## src/rtl/rtc_timebase.sv

```systemverilog
// Real-time-clock time base: programmable prescaler -> sub-second counter ->
// 24-hour sec/min/hr cascade, with synchronous time load and one-shot alarm.
module rtc_timebase #(
    parameter int DIV_W = 24,
    parameter int TPS   = 100,
    parameter int TPS_W = 7
) (
    input  logic             i_sclk,
    input  logic             i_reset_n,
    input  logic             i_timerenb,
    input  logic [DIV_W-1:0] i_div,
    input  logic             i_load,
    input  logic [5:0]       i_load_sec,
    input  logic [5:0]       i_load_min,
    input  logic [4:0]       i_load_hr,
    input  logic             i_alarm_en,
    input  logic [5:0]       i_alarm_sec,
    input  logic [5:0]       i_alarm_min,
    input  logic [4:0]       i_alarm_hr,
    output logic             o_basetick,
    output logic             o_sec_tick,
    output logic [5:0]       o_sec,
    output logic [5:0]       o_min,
    output logic [4:0]       o_hr,
    output logic             o_alarm
);

    localparam logic [TPS_W-1:0] SUB_LAST = TPS_W'(TPS - 1);

    logic [DIV_W-1:0] pre_cnt;
    logic [TPS_W-1:0] sub_cnt;
    logic             base_hit;
    logic             sec_hit;
    logic             alarm_hit;

    // >= rather than == so a divisor lowered below the running count wraps at once.
    assign base_hit  = i_timerenb && (pre_cnt >= i_div);
    assign sec_hit   = base_hit && (sub_cnt >= SUB_LAST);
    // o_sec_tick high means o_hr/o_min/o_sec already hold the new time.
    assign alarm_hit = i_timerenb && i_alarm_en && o_sec_tick &&
                       (o_hr == i_alarm_hr) && (o_min == i_alarm_min) &&
                       (o_sec == i_alarm_sec);

    // NOTE: sequential state uses non-blocking assignments so every register
    // samples the pre-edge values of the others, independent of statement order.
    always_ff @(posedge i_sclk or negedge i_reset_n) begin
        if (!i_reset_n) begin
            pre_cnt    <= '0;
            sub_cnt    <= '0;
            o_basetick <= 1'b0;
            o_sec_tick <= 1'b0;
            o_alarm    <= 1'b0;
        end else if (i_load) begin
            pre_cnt    <= '0;
            sub_cnt    <= '0;
            o_basetick <= 1'b0;
            o_sec_tick <= 1'b0;
            o_alarm    <= 1'b0;
        end else begin
            o_basetick <= base_hit;
            o_sec_tick <= sec_hit;
            o_alarm    <= alarm_hit;
            if (i_timerenb) begin
                pre_cnt <= base_hit ? '0 : pre_cnt + DIV_W'(1);
            end
            if (base_hit) begin
                sub_cnt <= sec_hit ? '0 : sub_cnt + TPS_W'(1);
            end
        end
    end

    // Out-of-range loaded values survive until their next increment, where >= wraps them.
    always_ff @(posedge i_sclk or negedge i_reset_n) begin
        if (!i_reset_n) begin
            o_sec <= '0;
            o_min <= '0;
            o_hr  <= '0;
        end else if (i_load) begin
            o_sec <= i_load_sec;
            o_min <= i_load_min;
            o_hr  <= i_load_hr;
        end else if (sec_hit) begin
            if (o_sec >= 6'd59) begin
                o_sec <= '0;
                if (o_min >= 6'd59) begin
                    o_min <= '0;
                    o_hr  <= (o_hr >= 5'd23) ? 5'd0 : o_hr + 5'd1;
                end else begin
                    o_min <= o_min + 6'd1;
                end
            end else begin
                o_sec <= o_sec + 6'd1;
            end
        end
    end

endmodule

```

## config.mk

```make
export PLATFORM = sky130hd
export DESIGN_NAME = rtc_timebase
export DESIGN_NICKNAME = d
export VERILOG_FILES = /design/src/rtl/rtc_timebase.sv
export SDC_FILE = /design/constraint.sdc
export NUM_CORES = 1
export LEC_CHECK = 0
export ABC_AREA = 0
export CAP_MARGIN = 20
export CORE_MARGIN = 5
export CORE_UTILIZATION = 51
export DETAILED_ROUTE_END_ITERATION = 7
export GPL_ROUTABILITY_DRIVEN = 1
export HOLD_SLACK_MARGIN = 0.03
export PLACE_DENSITY = 0.81
export SYNTH_ARGS = -nofsm -noshare
export SYNTH_HDL_FRONTEND = slang
export SYNTH_SLANG_ARGS = --single-unit
export TNS_END_PERCENT = 10
```

## constraint.sdc

```tcl
create_clock -name i_sclk -period 3.2 [get_ports i_sclk]
set_clock_uncertainty 0.1 [all_clocks]
set_input_delay 0.48 -clock i_sclk [delete_from_list [all_inputs] [get_ports i_sclk]]
set_output_delay 0.48 -clock i_sclk [all_outputs]
set_load 0.01 [all_outputs]
```

==> flow_metrics.py <==
metrics = {
    "yosys": {
        "yosys_most_used_dff": "sky130_fd_sc_hd__dfrtp_1",
        "syn_nets": 508,
        "avgSynthCellArea_um2": 8.53,
        "postSynthCellCount": 416,
        "synth-edff-count": 0,
        "synth_seq_cells": 51,
        "synth_sequential_area_ratio_pct": 36.0,
        "yosysUniqueCellTypes": 52,
        "asyncSetResetFlopFracSynth_pct": 100,
        "yosys_warnings": 0,
        "post_synth_instance_area_um2": 3550,
    },
    "critical_path": {
        "critPathKind": "in2reg",
        "worstPathRequired_ps": 3330,
        "worst-path-max-fanout": 8,
        "cp-end-kind": "register",
        "worst_setup_path_start_kind": "primary input",
        "critPathArrivalTime_ps": 3130,
    },
    "sta": {
        "slew_violations": 0,
        "setup_violating_endpoint_count_in_the_final_report": 0,
        "slew_at_the_pin_with_the_worst_max_slew_slack_ps": 710,
        "fmaxAchievable_mhz": 333,
        "max-slew-margin-rel_pct": 52.7,
        "rsz_0062_raised_after_global_routing": "yes",
        "finalHoldViolCount": 0,
        "fin_crit_sh_pct": 93.8,
        "period_minus_slack_ps": 3000,
    },
    "power_and_ir_drop": {
        "vdd_ir_drop_max_mv": 0.204,
        "leakage_nw": 2.07,
        "p_per_area_nw_per_um2": 331,
    },
    "place": {
        "place_hpwl_um": 7020,
        "portBuffers": 82,
        "number_of_cells_in_the_design_after_placement": 593,
        "detailed_place.area_um2": 4520,
        "routability_congestion": 0.805,
    },
    "floorplan": {
        "die_height_um": 93.4,
        "die-width_um": 93.4,
        "num_io_pins": 83,
        "core.rowCount": 30,
        "core_area_um2": 6790,
        "initial_core_util_pct": 52.2,
        "die-area_um2": 8720,
    },
    "cts": {
        "clock_sink_count": 51,
        "root_buffer": "sky130_fd_sc_hd__clkbuf_8",
        "clock_latency_on_the_worst_skew_pair_ps": 310,
        "clk_pin_slew_worst_paths_ps": 100,
        "cts_inserted_buffers": 5,
        "cts-root-to-sink-buffers": 2,
        "postCtsSetupBuffers": 0,
        "tritoncts": "built",
        "cts_max_level": 2,
    },
    "global_routing": {
        "globalRouteOverflowTotal": 0,
        "first_global_vias": 3284,
        "first_pass_grt_wire_length_um": 14700,
        "grt_antenna_before_repair": 0,
        "grt_use_total_pct": 21.0,
        "maximum_number_of_pins_on_one_net_before_global_route_repair": 43,
    },
    "flow_run": {
        "cap_viol_max_count": 0,
    },
    "final_layout": {
        "layout.nets": 596,
        "fin_cells": 601,
        "fillCellCount": 559,
        "share_of_final_layout_standard_cells_stronger_than_drive_strength_1_pct": 6.34,
        "count_of_inserted_antenna_diode_cells": 0,
        "syn2layout_area_growth_pct": 31.1,
        "final_cell_area_um2": 4650,
    },
    "run_status": {
        "run_status": "complete, no violations",
    },
    "drt": {
        "drt-vias-per-instance": 5.62,
        "drt_pass1_iterations": 4,
        "vias": 3377,
        "initialDrtViolationCount": 135,
        "wl_um": 8900,
        "routedWlPerCell_um": 14.8,
        "detail-route-antenna-nets": 0,
        "drt_drc_violations_left": 0,
    },
    "min_path": {
        "worstHoldPathType": "in2async",
    },
}
==> final cells by class <==
| type | count | area [um2] | area share, % |
|---|---|---|---|
| Clock inverter | 2 | 35.0 | 0.753 |
| Sequential cell | 51 | 1280 | 27.4 |
| Inverter | 35 | 131 | 2.82 |
| Multi-Input combinational cell | 316 | 2090 | 45.0 |
| Tap cell | 96 | 120 | 2.58 |
| Timing Repair Buffer | 95 | 913 | 19.6 |
| Clock buffer | 6 | 82.6 | 1.78 |
==> cells in the final DEF, fill, tap and decap left out, types with 13 or more instances in the layout <==
master | synthesis | final
sky130_fd_sc_hd__nor2_1 | 43 | 43
sky130_fd_sc_hd__nand2_1 | 40 | 40
sky130_fd_sc_hd__nand4_1 | 15 | 15
sky130_fd_sc_hd__o21ai_0 | 16 | 16
sky130_fd_sc_hd__inv_1 | 35 | 35
sky130_fd_sc_hd__dfrtp_1 | 51 | 51
sky130_fd_sc_hd__xor2_1 | 24 | 24
sky130_fd_sc_hd__buf_4 | 0 | 13
sky130_fd_sc_hd__nor3_1 | 13 | 13
sky130_fd_sc_hd__nand3_1 | 27 | 27
sky130_fd_sc_hd__clkdlybuf4s50_1 | 0 | 81
sky130_fd_sc_hd__ha_1 | 29 | 29
sky130_fd_sc_hd__a21oi_1 | 23 | 23
==> metrics by stage <==
stage                     setup slack (ps)  util (%)  setup TNS (ps)  hold slack, ps  power, W
final                                  200      68.5               0             120   0.00154
after detailed placement              -191      66.6            -794             385   0.00108
after CTS                              147      68.3               0             140   0.00155
after global placement               -3.68      66.6           -3.92             374   0.00107
after global routing                 -62.7      68.5           -62.7             162   0.00162
after floorplan                        663         -               0            84.4  0.000895
==> power by group <==
part,switching (W),internal (W)
combinational,0.000147,0.000188
clock,0.000216,0.000253
sequential,0.0000594,0.000676
==> logic make-up after synthesis <==
logic type,Yosys count,share of synthesized area [%]
AO/OA/AOI/OAI,79,15.3
XOR/XNOR,35,8.64
adder cells (fa/ha/maj),29,10.2
buffers and inverters,49,5.29
flip-flops,51,36.0
multiplexers,2,0.600
AND/OR/NAND/NOR,171,23.9
==> per-layer routing <==
metal / part of all wire [%] / routed length (um) / vias up / track usage [%]
li1: - / - / 1665 / -
met1: 42 / 3700 / 1569 / 25.8
met2: 49 / 4410 / 127 / 36.2
met3: 7.2 / 645 / 16 / 5.23
met4: 1.7 / 147 / 0 / 6.11
met5: 0 / 0 / - / 0
==> repair_timing <==
| item | CTS | global route |
|---|---|---|
| endpoints found under the setup margin | 0 | 4 |
| gates resized for setup | 0 | 1 |
| hold buffers | 0 | 0 |
==> path summary, 6_finish.rpt <==
check | slack [ps] | start | depth (start not counted) | end
worst min register to register | 400 | sub_cnt[6]$_DFFE_PN0P_ | 1 | sub_cnt[6]$_DFFE_PN0P_
min in group i_sclk | 400 | sub_cnt[6]$_DFFE_PN0P_ | 1 | sub_cnt[6]$_DFFE_PN0P_
worst min-delay path | 120 | i_reset_n | 1 | o_alarm$_DFF_PN0_
worst max-delay path | 200 | i_div[21] | 10 | sub_cnt[5]$_DFFE_PN0P_
worst max register to register | 380 | pre_cnt[21]$_DFFE_PN0P_ | 8 | sub_cnt[5]$_DFFE_PN0P_
max in group asynchronous | 2150 | i_reset_n | 2 | pre_cnt[20]$_DFFE_PN0P_
==> synthesized netlist by cell type (all sizes together) (2+ instances only) <==
master / instances / share of area [%]
a211o: 2 / 0.49
a21o: 3 / 0.63
a21oi: 25 / 3.7
a221o: 3 / 0.85
a221oi: 2 / 0.49
a22oi: 3 / 0.63
a2bb2oi: 4 / 0.99
a31oi: 2 / 0.35
a32o: 2 / 0.56
a41o: 2 / 0.56
and3: 7 / 1.2
buf: 5 / 0.63
clkbuf: 9 / 0.95
dfrtp: 51 / 36
ha: 29 / 10
inv: 35 / 3.7
nand2: 41 / 4.4
nand2b: 3 / 0.53
nand3: 27 / 3.8
nand4: 15 / 2.6
nand4b: 5 / 1.2
nor2: 43 / 4.6
nor3: 14 / 2.3
nor4: 8 / 1.6
o21ai: 17 / 2.4
o311ai: 2 / 0.49
o31ai: 3 / 0.63
or4: 3 / 0.63
xnor2: 11 / 2.7
xor2: 24 / 5.9
==> critical path: stages <==
cell                              delay [ps]
sky130_fd_sc_hd__clkdlybuf4s50_1         450
sky130_fd_sc_hd__inv_1                    40
sky130_fd_sc_hd__ha_1                    290
sky130_fd_sc_hd__nand4_1                 160
sky130_fd_sc_hd__nor4_2                  370
sky130_fd_sc_hd__nand3_1                 190
sky130_fd_sc_hd__o211ai_4                350
sky130_fd_sc_hd__nand2_2                  90
sky130_fd_sc_hd__or4_1                   520
sky130_fd_sc_hd__a21oi_1                 180
==> state kept, by name (all words and copies together), names as in the netlist <==
signal	flops
o_basetick	1
o_hr	5
o_sec	6
pre_cnt	24
o_min	6
sub_cnt	7
o_sec_tick	1
o_alarm	1
Power figures use the tool's default switching activity.
